[config.mk]
export PLATFORM = sky130hd
export DESIGN_NAME = eth_rx_fcs_check_flat
export DESIGN_NICKNAME = d
export VERILOG_FILES = /design/src/rtl/eth_rx_fcs_check_if.sv /design/src/rtl/eth_rx_fcs_check.sv /design/src/flat_wrapper.sv
export SDC_FILE = /design/constraint.sdc
export NUM_CORES = 1
export LEC_CHECK = 0
export ABC_AREA = 1
export CAP_MARGIN = 20
export CORE_ASPECT_RATIO = 0.7
export CORE_MARGIN = 10
export CORE_UTILIZATION = 35
export DETAILED_ROUTE_END_ITERATION = 7
export GPL_TIMING_DRIVEN = 0
export PLACE_DENSITY = 0.61
export RECOVER_POWER = 50
export SLEW_MARGIN = 20
export SYNTH_ARGS = -nofsm -noshare
export SYNTH_HDL_FRONTEND = slang
export SYNTH_SLANG_ARGS = --single-unit
[constraint.sdc]
create_clock -name CLK -period 4.9 [get_ports CLK]
set_clock_uncertainty 0.15 [all_clocks]
set_input_delay 0.49 -clock CLK [delete_from_list [all_inputs] [get_ports CLK]]
set_output_delay 0.49 -clock CLK [all_outputs]
set_load 0.01 [all_outputs]
[src/rtl/eth_rx_fcs_check_if.sv]
// Stream and status bundle for the Ethernet receive FCS checker.
// The master side drives the input byte stream. The slave side is the checker, which
// drives the processed stream, the per-frame status strobes and the counters.
interface eth_rx_fcs_check_if #(
  parameter int unsigned LEN_W = 11,
  parameter int unsigned CNT_W = 16
);
  logic [9:0]       IN_ETH_STREAM;   // {CKE, FRM, DAT[7:0]}
  logic [9:0]       OUT_ETH_STREAM;  // same format, processed
  logic             OUT_START_STB;
  logic             OUT_END_STB;
  logic             OUT_OK_STB;
  logic             OUT_BAD_STB;
  logic             OUT_CRC_ERR;
  logic             OUT_RUNT;
  logic             OUT_GIANT;
  logic [LEN_W-1:0] OUT_LEN;
  logic [CNT_W-1:0] OUT_OK_CNT;
  logic [CNT_W-1:0] OUT_BAD_CNT;

  modport master (
    output IN_ETH_STREAM,
    input  OUT_ETH_STREAM, OUT_START_STB, OUT_END_STB, OUT_OK_STB, OUT_BAD_STB,
    input  OUT_CRC_ERR, OUT_RUNT, OUT_GIANT, OUT_LEN, OUT_OK_CNT, OUT_BAD_CNT
  );

  modport slave (
    input  IN_ETH_STREAM,
    output OUT_ETH_STREAM, OUT_START_STB, OUT_END_STB, OUT_OK_STB, OUT_BAD_STB,
    output OUT_CRC_ERR, OUT_RUNT, OUT_GIANT, OUT_LEN, OUT_OK_CNT, OUT_BAD_CNT
  );
endinterface

[src/rtl/eth_rx_fcs_check.sv]
// Ethernet receive FCS checker and stripper.
// The block computes a reflected CRC-32 over each frame and measures the frame length
// against the runt and giant limits. When STRIP_FCS is set, it drops the trailing four
// FCS bytes through a four-entry delay line. Each frame ends with one registered status
// strobe, and the good and bad frame counters saturate.
module eth_rx_fcs_check #(
  parameter bit          STRIP_FCS = 1'b1,
  parameter int unsigned MIN_LEN   = 64,
  parameter int unsigned MAX_LEN   = 1518,
  parameter int unsigned LEN_W     = 11,
  parameter int unsigned CNT_W     = 16
) (
  input  logic                CLK,
  input  logic                RST,
  eth_rx_fcs_check_if.slave   bus
);

  localparam logic [31:0] CrcPoly    = 32'hEDB8_8320;
  localparam logic [31:0] CrcInit    = 32'hFFFF_FFFF;
  localparam logic [31:0] CrcResidue = 32'hDEBB_20E3;

  typedef enum logic [1:0] {StSync, StIdle, StFrame} state_e;

  // One byte of reflected CRC-32, LSB first.
  function automatic logic [31:0] crc_byte(input logic [31:0] crc_in, input logic [7:0] data);
    logic [31:0] c;
    c = crc_in;
    for (int i = 0; i < 8; i++) begin
      if (c[0] ^ data[i]) c = (c >> 1) ^ CrcPoly;
      else                c = c >> 1;
    end
    return c;
  endfunction

  // Input fields
  logic       in_cke;
  logic       in_frm;
  logic [7:0] in_dat;

  assign in_cke = bus.IN_ETH_STREAM[9];
  assign in_frm = bus.IN_ETH_STREAM[8];
  assign in_dat = bus.IN_ETH_STREAM[7:0];

  // Frame state
  state_e           state_q;
  logic [31:0]      crc_q;
  logic [31:0]      crc_d;
  logic [LEN_W-1:0] len_q;
  logic [LEN_W-1:0] len_inc;
  logic [7:0]       dly_q [4];

  // Registered outputs
  logic [9:0]       out_stream_q;
  logic             start_q;
  logic             end_q;
  logic             ok_q;
  logic             bad_q;
  logic             crc_err_q;
  logic             runt_q;
  logic             giant_q;
  logic [LEN_W-1:0] len_out_q;
  logic [CNT_W-1:0] ok_cnt_q;
  logic [CNT_W-1:0] bad_cnt_q;

  // End-of-frame verdict, evaluated on the ending beat
  logic frame_end;
  logic crc_good;
  logic len_runt;
  logic len_giant;
  logic frame_ok;

  // The CRC is reseeded on the first byte of a frame, so no separate init cycle is needed.
  always_comb begin
    crc_d = crc_byte((state_q == StIdle) ? CrcInit : crc_q, in_dat);
  end

  // Length increment and the end-of-frame classification
  always_comb begin
    len_inc   = (len_q == {LEN_W{1'b1}}) ? len_q : len_q + 1'b1;
    frame_end = in_cke && !in_frm && (state_q == StFrame);
    crc_good  = (crc_q == CrcResidue);
    len_runt  = 32'(len_q) < MIN_LEN;
    len_giant = 32'(len_q) > MAX_LEN;
    frame_ok  = crc_good && !len_runt && !len_giant;
  end

  // Frame FSM, delay line and registered stream/status outputs
  always_ff @(posedge CLK) begin
    if (RST) begin
      state_q      <= StSync;
      crc_q        <= CrcInit;
      len_q        <= '0;
      for (int i = 0; i < 4; i++) dly_q[i] <= '0;
      out_stream_q <= '0;
      start_q      <= 1'b0;
      end_q        <= 1'b0;
      ok_q         <= 1'b0;
      bad_q        <= 1'b0;
      crc_err_q    <= 1'b0;
      runt_q       <= 1'b0;
      giant_q      <= 1'b0;
      len_out_q    <= '0;
    end else begin
      // Output CKE is always the input CKE one cycle late. FRM and DAT stay zero unless
      // a byte is emitted.
      out_stream_q <= {in_cke, 9'b0};
      start_q      <= 1'b0;
      end_q        <= 1'b0;
      ok_q         <= 1'b0;
      bad_q        <= 1'b0;
      crc_err_q    <= 1'b0;
      runt_q       <= 1'b0;
      giant_q      <= 1'b0;
      if (in_cke) begin
        unique case (state_q)
          StSync: begin
            if (!in_frm) state_q <= StIdle;
          end
          StIdle: begin
            if (in_frm) begin
              state_q  <= StFrame;
              crc_q    <= crc_d;
              len_q    <= LEN_W'(1);
              dly_q[0] <= in_dat;
              for (int i = 1; i < 4; i++) dly_q[i] <= dly_q[i-1];
              if (!STRIP_FCS) begin
                out_stream_q <= {2'b11, in_dat};
                start_q      <= 1'b1;
              end
            end
          end
          StFrame: begin
            if (in_frm) begin
              crc_q    <= crc_d;
              len_q    <= len_inc;
              dly_q[0] <= in_dat;
              for (int i = 1; i < 4; i++) dly_q[i] <= dly_q[i-1];
              if (STRIP_FCS) begin
                // len_q counts the bytes already absorbed, so dly_q[3] is byte len_q-4.
                if (len_q >= LEN_W'(4)) begin
                  out_stream_q <= {2'b11, dly_q[3]};
                  start_q      <= (len_q == LEN_W'(4));
                end
              end else begin
                out_stream_q <= {2'b11, in_dat};
              end
            end else begin
              state_q   <= StIdle;
              end_q     <= 1'b1;
              ok_q      <= frame_ok;
              bad_q     <= !frame_ok;
              crc_err_q <= !crc_good;
              runt_q    <= len_runt;
              giant_q   <= len_giant;
              len_out_q <= len_q;
              for (int i = 0; i < 4; i++) dly_q[i] <= '0;
            end
          end
          default: state_q <= StSync;
        endcase
      end
    end
  end

  // Saturating good and bad frame counters, updated together with the END strobe
  always_ff @(posedge CLK) begin
    if (RST) begin
      ok_cnt_q  <= '0;
      bad_cnt_q <= '0;
    end else if (frame_end) begin
      if (frame_ok) begin
        if (ok_cnt_q != {CNT_W{1'b1}}) ok_cnt_q <= ok_cnt_q + 1'b1;
      end else begin
        if (bad_cnt_q != {CNT_W{1'b1}}) bad_cnt_q <= bad_cnt_q + 1'b1;
      end
    end
  end

  assign bus.OUT_ETH_STREAM = out_stream_q;
  assign bus.OUT_START_STB  = start_q;
  assign bus.OUT_END_STB    = end_q;
  assign bus.OUT_OK_STB     = ok_q;
  assign bus.OUT_BAD_STB    = bad_q;
  assign bus.OUT_CRC_ERR    = crc_err_q;
  assign bus.OUT_RUNT       = runt_q;
  assign bus.OUT_GIANT      = giant_q;
  assign bus.OUT_LEN        = len_out_q;
  assign bus.OUT_OK_CNT     = ok_cnt_q;
  assign bus.OUT_BAD_CNT    = bad_cnt_q;

endmodule
[src/flat_wrapper.sv]
// flat-port wrapper written by rule: the top's interface ports become plain ports
module eth_rx_fcs_check_flat 
#(
  parameter bit          STRIP_FCS = 1'b1,
  parameter int unsigned MIN_LEN   = 64,
  parameter int unsigned MAX_LEN   = 1518,
  parameter int unsigned LEN_W     = 11,
  parameter int unsigned CNT_W     = 16
)
  (CLK, RST, bus_IN_ETH_STREAM, bus_OUT_ETH_STREAM, bus_OUT_START_STB, bus_OUT_END_STB, bus_OUT_OK_STB, bus_OUT_BAD_STB, bus_OUT_CRC_ERR, bus_OUT_RUNT, bus_OUT_GIANT, bus_OUT_LEN, bus_OUT_OK_CNT, bus_OUT_BAD_CNT);
  eth_rx_fcs_check_if #(.LEN_W(LEN_W), .CNT_W(CNT_W)) bus_i ();
  input  logic CLK;
  input  logic RST;
  input wire logic [$bits(bus_i.IN_ETH_STREAM)-1:0] bus_IN_ETH_STREAM;
  output wire logic [$bits(bus_i.OUT_ETH_STREAM)-1:0] bus_OUT_ETH_STREAM;
  output wire logic [$bits(bus_i.OUT_START_STB)-1:0] bus_OUT_START_STB;
  output wire logic [$bits(bus_i.OUT_END_STB)-1:0] bus_OUT_END_STB;
  output wire logic [$bits(bus_i.OUT_OK_STB)-1:0] bus_OUT_OK_STB;
  output wire logic [$bits(bus_i.OUT_BAD_STB)-1:0] bus_OUT_BAD_STB;
  output wire logic [$bits(bus_i.OUT_CRC_ERR)-1:0] bus_OUT_CRC_ERR;
  output wire logic [$bits(bus_i.OUT_RUNT)-1:0] bus_OUT_RUNT;
  output wire logic [$bits(bus_i.OUT_GIANT)-1:0] bus_OUT_GIANT;
  output wire logic [$bits(bus_i.OUT_LEN)-1:0] bus_OUT_LEN;
  output wire logic [$bits(bus_i.OUT_OK_CNT)-1:0] bus_OUT_OK_CNT;
  output wire logic [$bits(bus_i.OUT_BAD_CNT)-1:0] bus_OUT_BAD_CNT;
  assign bus_i.IN_ETH_STREAM = bus_IN_ETH_STREAM;
  assign bus_OUT_ETH_STREAM = bus_i.OUT_ETH_STREAM;
  assign bus_OUT_START_STB = bus_i.OUT_START_STB;
  assign bus_OUT_END_STB = bus_i.OUT_END_STB;
  assign bus_OUT_OK_STB = bus_i.OUT_OK_STB;
  assign bus_OUT_BAD_STB = bus_i.OUT_BAD_STB;
  assign bus_OUT_CRC_ERR = bus_i.OUT_CRC_ERR;
  assign bus_OUT_RUNT = bus_i.OUT_RUNT;
  assign bus_OUT_GIANT = bus_i.OUT_GIANT;
  assign bus_OUT_LEN = bus_i.OUT_LEN;
  assign bus_OUT_OK_CNT = bus_i.OUT_OK_CNT;
  assign bus_OUT_BAD_CNT = bus_i.OUT_BAD_CNT;
  eth_rx_fcs_check #(.STRIP_FCS(STRIP_FCS), .MIN_LEN(MIN_LEN), .MAX_LEN(MAX_LEN), .LEN_W(LEN_W), .CNT_W(CNT_W)) u_core (.CLK(CLK), .RST(RST), .bus(bus_i));
endmodule
==> results of run 1 <==
## synth_stat cells
cell / count
o21bai_2: 2
nand3_2: 2
edfxtp_1: 8
a211oi_1: 3
buf_4: 1
xnor2_1: 13
a21oi_1: 100
nand2_1: 257
buf_2: 7
a31oi_1: 2
nor3_1: 14
xor2_1: 35
nor2b_1: 1
or2_2: 1
o211ai_1: 8
nand2_4: 8
nand4_1: 25
o221ai_1: 1
xor2_2: 2
ha_1: 8
a21oi_2: 1
nor3_2: 2
o21ai_0: 35
xnor2_2: 1
buf_6: 2
xor2_4: 1
o21ai_2: 3
nand3_1: 67
inv_1: 100
o21ai_1: 10
nor2_4: 1
xnor2_4: 1
inv_2: 12
clkbuf_1: 23
nand2_2: 8
dfxtp_1: 129
clkinv_1: 2
clkbuf_4: 1
nor2_1: 111
nand3b_1: 1
nor2_2: 6
## per-stage QoR
stage	hold WS [ns]	utilization
finish	0.308	0.441
global route	0.337	0.441
CTS	0.312	0.442
detailed placement	0.305	0.409
global placement	0.303	0.409
floorplan	0.289	-
## cells by family (layout without fill, tap and decap cells)
group           count (synthesis)  count (layout)
compound gates                165             165
xor+xnor                       53              53
fa+ha+maj                       8               8
buf+inv                       148             250
flops                         137             137
simple gates                  504             504
## registers in the layout, summed over array words and instances, names as in the netlist, 2 cells and up
name,count
u_core.state_q,2
u_core.bus.OUT_LEN,11
u_core.bus.OUT_ETH_STREAM,10
u_core.dly_q,32
u_core.crc_q,32
u_core.bus.OUT_BAD_CNT,16
u_core.len_q,11
u_core.bus.OUT_OK_CNT,16
## final cells by class
type                       count  area, um^2
buffer                        34         156
clock buffer                  19         464
clock inverter                13         190
fill                        2087       11100
inverter                     114         428
multi-input combinational    730        3680
sequential                   137        2820
tap                          270         338
timing repair buffer          70         701
## metal layers
metal	vias up	track usage	part of all wire	wire [um]
met5	-	0	0	0
li1	3450	-	-	-
met4	0	0.0430	0.010	201
met3	22	0.0337	0.070	1400
met1	3145	0.229	0.53	10500
met2	184	0.203	0.39	7880
## final timing paths
check | from | cells after the start | slack (ns) | endpoint
worst max-delay path | u_core.state_q[0] | 8 | 2.07 | u_core.dly_q[0][25]
worst min-delay path | u_core.dly_q[0][4] | 2 | 0.31 | u_core.dly_q[0][12]
worst max register to register | u_core.state_q[0] | 8 | 2.07 | u_core.dly_q[0][25]
worst min register to register | u_core.dly_q[0][4] | 2 | 0.31 | u_core.dly_q[0][12]
## critical path: cells and delay by family (launching register included)
| kind | cells | cell delay, ns |
|---|---|---|
| AO/OA/AOI/OAI | 1 | 0.13 |
| AND/OR/NAND/NOR | 2 | 0.79 |
| buffers and inverters | 4 | 0.87 |
| flip-flops | 1 | 0.35 |
| adder cells (fa/ha/maj) | 1 | 0.19 |
## where the power goes
part / switching (mW) / total, mW / internal, mW / leakage [nW]
clock network: 0.522 / 1.42 / 0.901 / 0.319
registers: 0.0380 / 1.21 / 1.18 / 1.13
logic: 0.368 / 0.542 / 0.174 / 2.18
==> impl_results.md, run 1 <==
* Clock Tree Buf Depth at 2
* Worst path slowest cell: nor2_1
* Crit. End Element: flop
* Antenna violations before repair at 0
* Vias in the first global route at 6184
* Mean Syn Cell Area at ~7 um^2
* Critical path type: reg2reg
* Non-Filler Instances at 1387
* Mapped Nets at 1035
* Port bufs at 70
* CTS clock-pin slew for the worst setup and hold paths at about 0.06 ns
* # hold bufs at CTS at 0
* Final Cycle Share at 0.577
* Largest family of logic cells by synthesized area: simple AND/OR/NAND/NOR gates
* Most frequent cells in the layout: nand2_1 (259), dfxtp_1 (129), nor2_1 (114)
* P per Cell Area at 362 mW/mm^2
* Max VDD drop at around 0.00018 V
* Die Y at 139 um
* Fin Setup TNS at 0 ns
* Post-DP HPWL at ~15000 um
* Final min period at roughly 2.8 ns
* Crit path max fanout at 10
* Final worst slack at just over 2 ns
* Post-synthesis adder-cell area fraction at 0.0141
* Cell taking the most area after synthesis: dfxtp_1
* Final instance area at approximately 0.009 mm^2
* Relative slew slack at 0.535
* H-tree depth at 4
* DRC viols at 0
* Total CTS buffers at 17
* ANT cells at 0
* All-Layer GR Usage at 0.151
* Fin. max-slew vios at 0
* Routability Congestion at 0.902
* Die ar. at roughly 0.027 mm^2
* Synth-to-Final Area Change at 23.4%
* Final hold violation count at 0
* Synth Register Bits at between 100 and 150
* Data required, critical path at 4.84 ns
* Antenna violation net count after detailed routing at 0
* Post-synthesis compound-gate area fraction at 0.125
* Core area at around 0.02 mm^2
* Worst-skew pair later-pin latency at about 0.42 ns
* Initial DRC count at 573
* Post-Synth Simple-Gate Area at 0.308
* WL per Instance at 14.4 um
* Share of cells above drive strength 1 at 0.0743
* Number of setup violations in the final report at 0
* Max frequency at 0.354 GHz
* First-pass GRT wire length at 32800 um
* Most common cell after layout, fill and taps aside: nand2_1
* Cells after Synth at 1015
* Crit path DAT at approximately 2.8 ns
* Total grt overflow at 0
* Vias/cell at about 4.9
* Yosys cell types at 41
* Final nets at between 1000 and 1500
* Critical path cell sequence: inv_1, ha_1, clkbuf_1, inv_1, a21oi_1, nor2_1, clkbuf_1, nand2_1
* Synth warnings at 0
* Max-cap violations at 0
* Post-DP Area at around 0.0082 mm^2
* Static power due to leakage at about 3.6 nW
* Worst hold path type: reg2reg
* Num ports at slightly above 70
* Postcts setup bufs at 0
* WL final at approximately 20000 um
* Post-synth top area share at 0.363
* # placed instances at 1355
* Initial Utilization at 0.357
* Xor/xnor share of the synthesized area at 0.0737
* Pin count of the biggest net entering global routing at 17
* Synth area leaders: dfxtp_1 (36%), nand2_1 (14%), a21oi_1 (7.0%)
* DRT Pass-1 Iters at 5
* RSZ-0062 raised after global routing: no
* Pre-CTS WS at ~1.9 ns
* Sequential-to-total area share from yosys stat at 0.397
* CTS tree: built
* # resized after CTS at 0
* CP Launch Type: flop
* Post-synthesis mux area share at 0
* FP Rows at 43
* Final total power at between 3 and 4 mW
* Root Driver: clkbuf_16
* Post-Syn Area at roughly 0.007 mm^2
* Status: finished clean
* Clk sinks at approximately 140
* Die Width at around 190 um
* Actual slew at the worst max-slew pin at about 0.7 ns
* Via Count at about 6800
* CP peak stage delay at 0.45 ns
(Power assumes the default switching activity.)
==> run 2, diff against run 1 <==
==> constraint.sdc (replaced) <==
create_clock -name CLK -period 2.8 [get_ports CLK]
set_clock_uncertainty 0.15 [all_clocks]
set_input_delay 0.28 -clock CLK [delete_from_list [all_inputs] [get_ports CLK]]
set_output_delay 0.28 -clock CLK [all_outputs]
set_load 0.01 [all_outputs]
==> impl_results.md, run 2 (synthesis results as in run 1) <==
* Synth-to-Final Area Change at 23.5% (was 23.4%)
* Max-cap violations at 0 (unchanged)
* Final total power at 5.56 mW (was 3.18 mW)
* Most common cell after layout, fill and taps aside: nand2_1 (unchanged)
* Max VDD drop at 0.000319 V (was 0.000182 V)
* FP Rows at 43 (unchanged)
* Data required, critical path at 3.01 ns (was 4.84 ns)
* Total grt overflow at 0 (unchanged)
* Routability Congestion at 0.902 (unchanged)
* WL final at 20000 um (about the same)
* WL per Instance at 14.4 um (about the same)
* Status: finished clean (unchanged)
* Initial DRC count at 608 (was 573)
* Final min period at 2.59 ns (was 2.83 ns)
* Fillers at 2084 (was 2087)
* Share of cells above drive strength 1 at 0.0770 (was 0.0743)
* Antenna violation net count after detailed routing at 0 (unchanged)
* Footprint of the multi-input gates at 0.00368 mm^2 (about the same)
* Static power due to leakage at 3.63 nW (was 3.62 nW)
* Pin count of the biggest net entering global routing at 17 (unchanged)
* Root Driver: clkbuf_16 (unchanged)
* Fin Hold WS at 0.257 ns (was 0.308 ns)
* Actual slew at the worst max-slew pin at 0.712 ns (was 0.698 ns)
* Final nets at 1124 (unchanged)
* Most common cell type on the critical path: nand3_1
* Final hold violation count at 0 (unchanged)
* Total CTS buffers at 17 (unchanged)
* All-Layer GR Usage at 0.151 (unchanged)
* Critical path type: reg2reg (unchanged)
* Vias in the first global route at 6184 (unchanged)
* Crit. End Element: flop (unchanged)
* Postcts setup bufs at 0 (unchanged)
* CP peak stage delay at 0.53 ns (was 0.45 ns)
* Worst path slowest cell: clkbuf_1 (was nor2_1)
* CTS clock-pin slew for the worst setup and hold paths at 0.06 ns (about the same)
* Clock Tree Buf Depth at 2 (unchanged)
* # placed instances at 1355 (unchanged)
* Final worst slack at 0.214 ns (was 2.07 ns)
* Critical path cell sequence: inv_1, ha_1, nand3_1, clkinv_1, clkbuf_1, nand3_1, nand2_1 (was inv_1, ha_1, clkbuf_1, inv_1, a21oi_1, nor2_1, clkbuf_1, nand2_1)
* Non-Filler Instances at 1387 (unchanged)
* CP Launch Type: flop (unchanged)
* Max frequency at 0.387 GHz (was 0.354 GHz)
* # resized after CTS at 0 (unchanged)
* Reg area at 0.00282 mm^2 (unchanged)
* CTS tree: built (unchanged)
* Most frequent cells in the layout: nand2_1 (259), dfxtp_1 (129), nor2_1 (113) (was nand2_1 (259), dfxtp_1 (129), nor2_1 (114))
* # hold bufs at CTS at 0 (unchanged)
* Crit path buf inv count at 3 (was 4)
* DRC viols at 0 (unchanged)
* Clk sinks at 137 (unchanged)
* Core area at 0.0199 mm^2 (unchanged)
* Post-DP HPWL at 15100 um (unchanged)
* Die ar. at 0.0265 mm^2 (unchanged)
* Crit path max fanout at 10 (unchanged)
* Die Y at 139 um (unchanged)
* Cell family with most CP delay: buffers and inverters (unchanged)
* ANT cells at 0 (unchanged)
* Crit path DAT at 2.80 ns (was 2.77 ns)
* Antenna violations before repair at 0 (unchanged)
* Via Count at 6796 (was 6801)
* Port bufs at 70 (unchanged)
* First-pass GRT wire length at 32800 um (unchanged)
* H-tree depth at 4 (unchanged)
* Num ports at 72 (unchanged)
* P per Cell Area at 633 mW/mm^2 (was 362 mW/mm^2)
* Worst hold path type: in2reg (was reg2reg)
* Initial Utilization at 0.357 (unchanged)
* Fin Setup TNS at 0 ns (unchanged)
* Worst-skew pair later-pin latency at 0.42 ns (about the same)
* Fin. max-slew vios at 0 (unchanged)
* Number of setup violations in the final report at 0 (unchanged)
* Die Width at 190 um (unchanged)
* Vias/cell at 4.90 (about the same)
* RSZ-0062 raised after global routing: no (unchanged)
* Largest registers: u_core.crc_q (32), u_core.dly_q (32) (unchanged)
* Relative slew slack at 0.525 (was 0.535)
* Final Cycle Share at 0.924 (was 0.577)
* DRT Pass-1 Iters at 5 (unchanged)
* Pre-CTS WS at 0.0474 ns (was 1.94 ns)
-- run 2: cell types whose count changed in the layout (fill, tap and decap cells not counted), sizes merged --
cell    previous run  this run
clkbuf            45        44
buf                8         9
-- run 2: final timing paths --
check / cells after the start / slack [ns] / endpoint / start
max reg2reg: 7 / 0.21 / u_core.crc_q[4] / u_core.state_q[0]
min reg2reg: 2 / 0.31 / u_core.dly_q[0][12] / u_core.dly_q[0][4]
min: 4 / 0.26 / u_core.dly_q[0][8] / RST
max: 7 / 0.21 / u_core.crc_q[4] / u_core.state_q[0]
-- run 2: area by class of cell --
class	count	share of cell area
buffer	34	0.0179
sequential	137	0.321
inverter	114	0.0487
clock inverter	13	0.0216
multi-input combinational	730	0.419
clock buffer	19	0.0528
tap	270	0.0385
timing repair buffer	70	0.0798
-- run 2: stage by stage --
stage	util	area (um^2)
after CTS	0.442	8810
after global routing	0.441	8780
after global placement	0.409	8150
after detailed placement	0.409	8150
final	0.441	8780
after floorplan	-	7110
-- run 2: tightest hold or removal path, stage by stage --
cell and delay (ns):
clkbuf_1 0.22, nor2_2 0.15, nand2_1 0.07, a21oi_1 0.05
-- run 2: where the power goes --
group / switching (mW) / internal [mW]
clock network: 0.911 / 1.58
logic: 0.643 / 0.307
registers: 0.0669 / 2.06
total: 1.62 / 3.94
-- run 2: metal layers --
metal | global-route usage | share of wire
met1 | 0.229 | 0.53
met2 | 0.203 | 0.39
met3 | 0.0337 | 0.067
met4 | 0.0430 | 0.010
met5 | 0 | 0
==> run 3, diff against run 2 <==
--- a/config.mk
+++ b/config.mk
@@ -11,7 +11,6 @@
 export CORE_MARGIN = 10
 export CORE_UTILIZATION = 35
 export DETAILED_ROUTE_END_ITERATION = 7
-export GPL_TIMING_DRIVEN = 0
 export PLACE_DENSITY = 0.61
 export RECOVER_POWER = 50
 export SLEW_MARGIN = 20
==> impl_results.md, run 3 (synthesis results as in run 1) <==
* Critical path type: reg2reg (unchanged)
* Footprint of the multi-input gates at 0.00368 mm^2 (about the same)
* Vias in the first global route at 5879 (was 6184)
* Crit path buf inv count at 4 (was 3)
* Hold EP: u_core.bus.OUT_ETH_STREAM[9] (was u_core.dly_q[0][8])
* H-tree depth at 4 (unchanged)
* ANT cells at 0 (unchanged)
* First-pass GRT wire length at 31000 um (was 32800 um)
* Most common cell after layout, fill and taps aside: nand2_1 (unchanged)
* P per Cell Area at 597 mW/mm^2 (was 633 mW/mm^2)
* Share of cells above drive strength 1 at 0.0785 (was 0.0770)
* Via Count at 6603 (was 6796)
* Clk sinks at 137 (unchanged)
* Max VDD drop at 0.000448 V (was 0.000319 V)
* Postcts setup bufs at 0 (unchanged)
* Reg2Reg Setup Slack at 0.29 ns (was 0.21 ns)
* R2R cell count at 15 (was 7)
* Antenna violations before repair at 0 (unchanged)
* Relative slew slack at 0.544 (was 0.525)
* Initial Utilization at 0.357 (unchanged)
* Pre-CTS WS at 0.355 ns (was 0.0474 ns)
* Final nets at 1103 (was 1124)
* RSZ-0062 raised after global routing: no (unchanged)
* Most frequent cells in the layout: nand2_1 (260), dfxtp_1 (129), nor2_1 (113) (was nand2_1 (259), dfxtp_1 (129), nor2_1 (113))
* Die Width at 190 um (unchanged)
* Fin Hold WS at 0.168 ns (was 0.257 ns)
* Total CTS buffers at 17 (unchanged)
* Final total power at 5.13 mW (was 5.56 mW)
* Reg2Reg Capture Point: u_core.crc_q[29] (was u_core.crc_q[4])
* Pin count of the biggest net entering global routing at 39 (was 17)
* Total grt overflow at 0 (unchanged)
* Critical path cell sequence: inv_1, ha_1, buf_4, nor2_1, nand2_1, nand2_4, inv_2, nand2_1, nand2_1, nand2_1, nand2_2, inv_2, nand2_1, nand2_1, o21ai_1 (was inv_1, ha_1, nand3_1, clkinv_1, clkbuf_1, nand3_1, nand2_1)
* Number of setup violations in the final report at 0 (unchanged)
* Post-DP HPWL at 14000 um (was 15100 um)
* Fin Setup TNS at 0 ns (unchanged)
* Most common cell type on the critical path: nand2_1 (was nand3_1)
* Switch share at 0.318 (was 0.291)
* Status: finished clean (unchanged)
* Combinational power share at 0.180 (was 0.171)
* WL per Instance at 14.0 um (was 14.4 um)
* CP peak stage delay at 0.36 ns (was 0.53 ns)
* Crit. End Element: flop (unchanged)
* Clock Tree Buf Depth at 2 (unchanged)
* Fillers at 2058 (was 2084)
* Final Cycle Share at 0.895 (was 0.924)
* Root Driver: clkbuf_16 (unchanged)
* Actual slew at the worst max-slew pin at 0.676 ns (was 0.712 ns)
* WL final at 19200 um (was 20000 um)
* Static power due to leakage at 3.54 nW (was 3.63 nW)
* Die ar. at 0.0265 mm^2 (unchanged)
* Port bufs at 71 (was 70)
* Vias/cell at 4.83 (was 4.90)
* Crit path DAT at 2.71 ns (was 2.80 ns)
* # resized after CTS at 0 (unchanged)
* Reg-to-Reg Start: u_core.state_q[1] (was u_core.state_q[0])
* Initial DRC count at 577 (was 608)
* Reg area at 0.00282 mm^2 (unchanged)
* Worst path slowest cell: buf_4 (was clkbuf_1)
* Antenna violation net count after detailed routing at 0 (unchanged)
* All-Layer GR Usage at 0.142 (was 0.151)
* Max-cap violations at 0 (unchanged)
* Worst hold path type: in2reg (unchanged)
* Max frequency at 0.399 GHz (was 0.387 GHz)
* Synth-to-Final Area Change at 20.9% (was 23.5%)
* FP Rows at 43 (unchanged)
* CTS clock-pin slew for the worst setup and hold paths at 0.06 ns (about the same)
* Power share of the clock group at 0.406 (was 0.447)
* DRT Pass-1 Iters at 5 (unchanged)
* Hold_sp: RST (unchanged)
* Final min period at 2.51 ns (was 2.59 ns)
* Cell family with most CP delay: simple AND/OR/NAND/NOR gates (was buffers and inverters)
* CP Launch Type: flop (unchanged)
* DRC viols at 0 (unchanged)
* Worst Hold Depth at 2 (was 4)
* Crit path max fanout at 29 (was 10)
* Final hold violation count at 0 (unchanged)
* Int Pwr at 3.50 mW (was 3.94 mW)
* Core area at 0.0199 mm^2 (unchanged)
* Die Y at 139 um (unchanged)
* Fin. max-slew vios at 0 (unchanged)
* Net Switching at 1.63 mW (was 1.62 mW)
* Final worst slack at 0.294 ns (was 0.214 ns)
* Data required, critical path at 3.00 ns (was 3.01 ns)
* CTS tree: built (unchanged)
* # hold bufs at CTS at 0 (unchanged)
* Num ports at 72 (unchanged)
* Worst-skew pair later-pin latency at 0.42 ns (about the same)
* Routability Congestion at 0.880 (was 0.902)
* Sequential share of power at 0.414 (was 0.382)
* Largest registers: u_core.crc_q (32), u_core.dly_q (32) (unchanged)
-- run 3: power groups by stage --
stage          Combinational [mW]  Clock (mW)  Sequential [mW]
4_1_cts                     0.930        2.13             2.13
3_5_place_dp                0.924           0             2.17
2_1_floorplan               0.691           0             2.15
5_1_grt                      1.05        2.21             2.14
3_3_place_gp                0.920           0             2.17
6_report                    0.924        2.08             2.13
-- run 3: layer usage --
metal / wire length, um / vias up / GRT usage / part of all wire
met1: 10100 / 2983 / 0.215 / 0.53
met3: 1300 / 22 / 0.0295 / 0.068
met2: 7480 / 192 / 0.193 / 0.39
li1: - / 3406 / - / -
met4: 238 / 0 / 0.0442 / 0.012
met5: 0 / - / 0 / 0
-- run 3: worst max-delay path by stage --
stage	start	end	cells past startpoint
final	u_core.state_q[1]	u_core.crc_q[29]	15
after global routing	u_core.state_q[1]	u_core.crc_q[4]	14
after CTS	u_core.state_q[1]	u_core.crc_q[23]	15
after detailed placement	u_core.state_q[1]	u_core.crc_q[23]	15
after global placement	u_core.state_q[1]	u_core.crc_q[13]	12
after floorplan	u_core.state_q[0]	u_core.dly_q[0][24]	8
-- run 3: cell type report --
| cell class | count | share of cell area |
|---|---|---|
| timing repair buffer | 83 | 0.0915 |
| multi-input combinational | 730 | 0.428 |
| tap | 270 | 0.0393 |
| inverter | 114 | 0.0498 |
| sequential | 137 | 0.328 |
| clock buffer | 17 | 0.0495 |
| clock inverter | 15 | 0.0138 |
-- run 3: through the flow --
stage | area (um^2) | cells | util
after floorplan | 7110 | 1015 | -
after global placement | 8090 | 1334 | 0.406
after detailed placement | 8090 | 1334 | 0.406
after CTS | 8630 | 1366 | 0.434
after global routing | 8600 | 1366 | 0.432
final | 8600 | 1366 | 0.432
-- run 3: worst register-to-register path, delay by kind of cell (launching register included) --
kind	cells	cell delay, ns
fa+ha+maj	1	0.21
buf+inv	4	0.67
compound gates	1	0.14
simple gates	9	0.97
flops	1	0.31
==> RTL edit 1 (flow settings as in run 2) <==
The 3 states of `state_e` get a one-hot encoding in 3 bits.
--- a/src/rtl/eth_rx_fcs_check.sv
+++ b/src/rtl/eth_rx_fcs_check.sv
@@ -21,3 +21,3 @@
 
-  typedef enum logic [1:0] {StSync, StIdle, StFrame} state_e;
+  typedef enum logic [2:0] {StSync = 3'b001, StIdle = 3'b010, StFrame = 3'b100} state_e;
 
Function: no difference found for any inputs over 4 cycles, from zero or initial values and one cycle with RST high; so few cycles prove little.
==> RTL edit 1 against run 2 <==
- hold slack improved by 0.055 ns
- final area decreased by 0.98%
- critical path depth increased by 2
- routed wire length is 0.14% higher
- sequential cell count is 1 higher
- worst setup slack better by 0.14 ns
- area after synthesis down 0.90%
Power is not compared: it rests on default switching activity, and its combinational part moved more than twofold at a synthesized area within 25%.
==> RTL edit 1: results (changes against run 2) <==
| Metric | Value |
|---|---|
| Clock power frac | 50.3% |
| Internal power | between 0.003 and 0.004 W |
| Post-synth EDFFs | 8 (unchanged) |
| Distinct cells, synth | 39 (-4.9%) |
| Area contributors post-synth | dfxtp_1, nand2_1, a21oi_1 |
| Leading cell types by count after synthesis | nand2_1, dfxtp_1, inv_1 |
| Status | complete, no violations |
| Initial DRC Count | 595 (-2.1%) |
| CP max stage cell | dfxtp_1 |
| Worst r2r path cells | 9 (+2) |
| Slew margin rel. | 55.92% (+3.4 points) |
| Total Routing Usage GR | 14.88% (-0.18 points) |
| Min-Delay Path Class | register to register |
| Crit-path max FO | 10 (unchanged) |
| Data arrival, critical path | 2.39 ns (-0.41 ns) |
| Pre-CTS WS | 0.2886 ns (+0.2412 ns) |
| Antenna violations before repair | 0 (unchanged) |
| Post-CTS Resized | 0 (unchanged) |
| Number of global-route vias before repair | 5991 (-3.1%) |
| Largest regs | u_core.crc_q x32, u_core.dly_q x32 |
| First-pass GRT wire length | 32170 µm (-1.8%) |
| Max incr delay on CP | 0.34 ns (-0.19 ns) |
| Final Non-Filler Cells | 1350 (-2.7%) |
| Hold Path Stages | 2 (-2) |
| RD Place Congestion | 0.9092 (+0.84%) |
| Fraction of layout cells with a size suffix above 1 | 8.426% (+0.73 points) |
| Nets | 1083 (-3.6%) |
| Worst-path clk slew | roughly 0.070 ns |
| Syn nets | 993 (-4.1%) |
| Drt total wl | 19990 µm (+0.14%) |
| First-pass DRT Iterations | 4 (-1) |
| HPWL after DPL | 14890 µm (-1.4%) |
| Filler cell count in the final layout | 2059 (-1.2%) |
| Vias per cell | 4.928 (+0.58%) |
| Clk Latency, worst-skew pair | 0.42 ns (about the same) |
| Setup repair bufs after CTS | 0 (unchanged) |
| # placed instances | 1318 (-2.7%) |
| Mean Syn Cell Area | 7.215 µm² (+3.0%) |
| Register area share after synthesis | 40.33% (+0.64 points) |
| Num CTS Buffers | 17 (unchanged) |
| PnR Total Power | 0.004744 W |
| IO Port Bufs | 71 (+1.4%) |
[RTL edit 1: layout make-up]
class	instances	area share, %
Multi-Input combinational cell	694	41.40
Buffer	37	2.100
Inverter	108	4.661
Sequential cell	138	32.68
Clock inverter	15	2.215
Tap cell	270	3.884
Timing Repair Buffer	71	8.170
Clock buffer	17	4.891
[RTL edit 1: metrics by stage]
step	instance area [µm²]	util, %
after floorplan	7049	-
after global placement	8098	40.90
after detailed placement	8098	40.90
after CTS	8716	44.02
after global routing	8698	43.93
final	8698	43.93
[RTL edit 1: final timing paths]
kind                 startpoint                   to  slack [ns]
max           u_core.state_q[0]  u_core.dly_q[0][27]        0.35
min          u_core.dly_q[0][7]   u_core.dly_q[0][7]        0.31
max reg2reg   u_core.state_q[0]  u_core.dly_q[0][27]        0.35
min reg2reg  u_core.dly_q[0][7]   u_core.dly_q[0][7]        0.31
[RTL edit 1: logic make-up after synthesis]
| family | Yosys count | share of synthesized area [%] |
|---|---|---|
| AOI/OAI and AO/OA | 155 | 11.80 |
| xor gates and xnor gates | 55 | 7.685 |
| adders and majority gates | 4 | 0.7100 |
| buffers and inverters | 145 | 8.378 |
| DFF | 138 | 40.33 |
| and+or+nand+nor | 480 | 31.10 |
[RTL edit 1: routing by layer]
| layer | part of all wire, % | up-vias | track usage [%] |
|---|---|---|---|
| li1 | - | 3373 | - |
| met1 | 51 | 3089 | 21.66 |
| met5 | 0 | - | 0 |
| met2 | 42 | 176 | 21.21 |
| met3 | 6.2 | 15 | 3.643 |
| met4 | 0.95 | 0 | 3.748 |
[RTL edit 1: worst max-delay path, delay by kind of cell, from the launching register on]
kind,cells,cell delay [ns]
simple gates,5,0.94
flops,1,0.34
buf+inv,4,0.66
==> RTL edit 2 (settings of run 2) <==
Without the edit above. `STRIP_FCS` is set to 1'b1 in 2 places; all go to 1'b0.
--- a/src/rtl/eth_rx_fcs_check.sv
+++ b/src/rtl/eth_rx_fcs_check.sv
@@ -6,3 +6,3 @@
 module eth_rx_fcs_check #(
-  parameter bit          STRIP_FCS = 1'b1,
+  parameter bit          STRIP_FCS = 1'b0,
   parameter int unsigned MIN_LEN   = 64,
--- a/src/flat_wrapper.sv
+++ b/src/flat_wrapper.sv
@@ -3,3 +3,3 @@
 #(
-  parameter bit          STRIP_FCS = 1'b1,
+  parameter bit          STRIP_FCS = 1'b0,
   parameter int unsigned MIN_LEN   = 64,
Function: changed (Yosys sat finds a counterexample within 4 cycles, from zero or initial values and one cycle with RST high).
==> RTL edit 2 against run 2 <==
- sequential cell count decreased by 32
- die area decreased by 15%
- core utilization decreased by 0.46 points
- via count decreased by 14%
- total power decreased by 33%
- combinational power decreased by 16%
- final area decreased by 18%
- area after synthesis decreased by 17%
- routed wire length decreased by 10%
- count of clock-buffer cells in the layout decreased by 7
- clock power decreased by 48%
- final cell count decreased by 15%
- worst setup slack got worse by 0.030 ns
- critical path depth increased by 1
- critical endpoint is now u_core.crc_q[3]
- highest routed layer unchanged
==> RTL edit 2: results (changes against run 2) <==
| Metric | Value |
|---|---|
| LEAKAGE | 3.113 nW (-14%) |
| Status | complete, no violations |
| Vias | 5860 (-14%) |
| RD Place Congestion | 0.9463 (+5.0%) |
| Layout overhead on the synthesized area | 21.58% |
| Dpl cell area | 0.006872 mm² (-16%) |
| Crit-path max FO | 6 (-4) |
| Signal buffers | 101 (-2.9%) |
| Clk cell area share | 4.176% (-3.3 points) |
| Worst r2r path cells | 8 (+1) |
| Nets | 974 (-13%) |
| Filler cell count in the final layout | 1747 (-16%) |
| First-pass GRT wire length | 28180 µm (-14%) |
| Fraction of layout cells with a size suffix above 1 | 5.109% (-2.6 points) |
| PD cells | 518.4 mW/mm² (-18%) |
| Total Die Area | 0.02250 mm² (-15%) |
| Count of multi-input gates | 644 (-12%) |
| Reg-to-reg endpoint | u_core.crc_q[3] |
| Drt total wl | 17890 µm (-10%) |
| Max incr delay on CP | 0.61 ns (+0.08 ns) |
| Inverter count | 93 (-18%) |
| Switching power | 0.001176 W (-27%) |
| Area contributors post-synth | dfxtp_1, nand2_1, xor2_1 |
| Number of synthesized register bits | 105 (-23%) |
| Syn nets | 893 (-14%) |
| Grt met1 use | 24.38% (+1.5 points) |
| Worst path top cell family by delay | XOR/XNOR gates |
| Initial DRC Count | 523 (-14%) |
RTL edit 2: cell types whose count changed after synthesis, sizes merged, moves of 7 or more:
cell and delta:
a21oi -27, nor2 -16, inv -19, xor2 +13, nand2 -50, edfxtp -8
nor3 +7, dfxtp -24
RTL edit 2: cell families after synthesis:
group / share of synthesized area (%)
and+or+nand+nor: 32.76
AOI/OAI and AO/OA: 11.81
buffers and inverters: 8.583
DFF: 35.69
xor gates and xnor gates: 9.454
adders and majority gates: 1.700
RTL edit 2: per-layer routing:
layer / share of wire (%) / up-vias
li1: - / 2977
met4: 1.0 / 0
met5: 0 / -
met2: 38 / 201
met1: 53 / 2668
met3: 7.9 / 14
RTL edit 2: stage by stage:
stage | instances | setup slack [ns]
after detailed placement | 1168 | 0.1884
after CTS | 1184 | 0.1736
after global routing | 1184 | 0.07534
final | 1184 | 0.1838
after floorplan | 873 | 0.8168
after global placement | 1168 | 0.1692
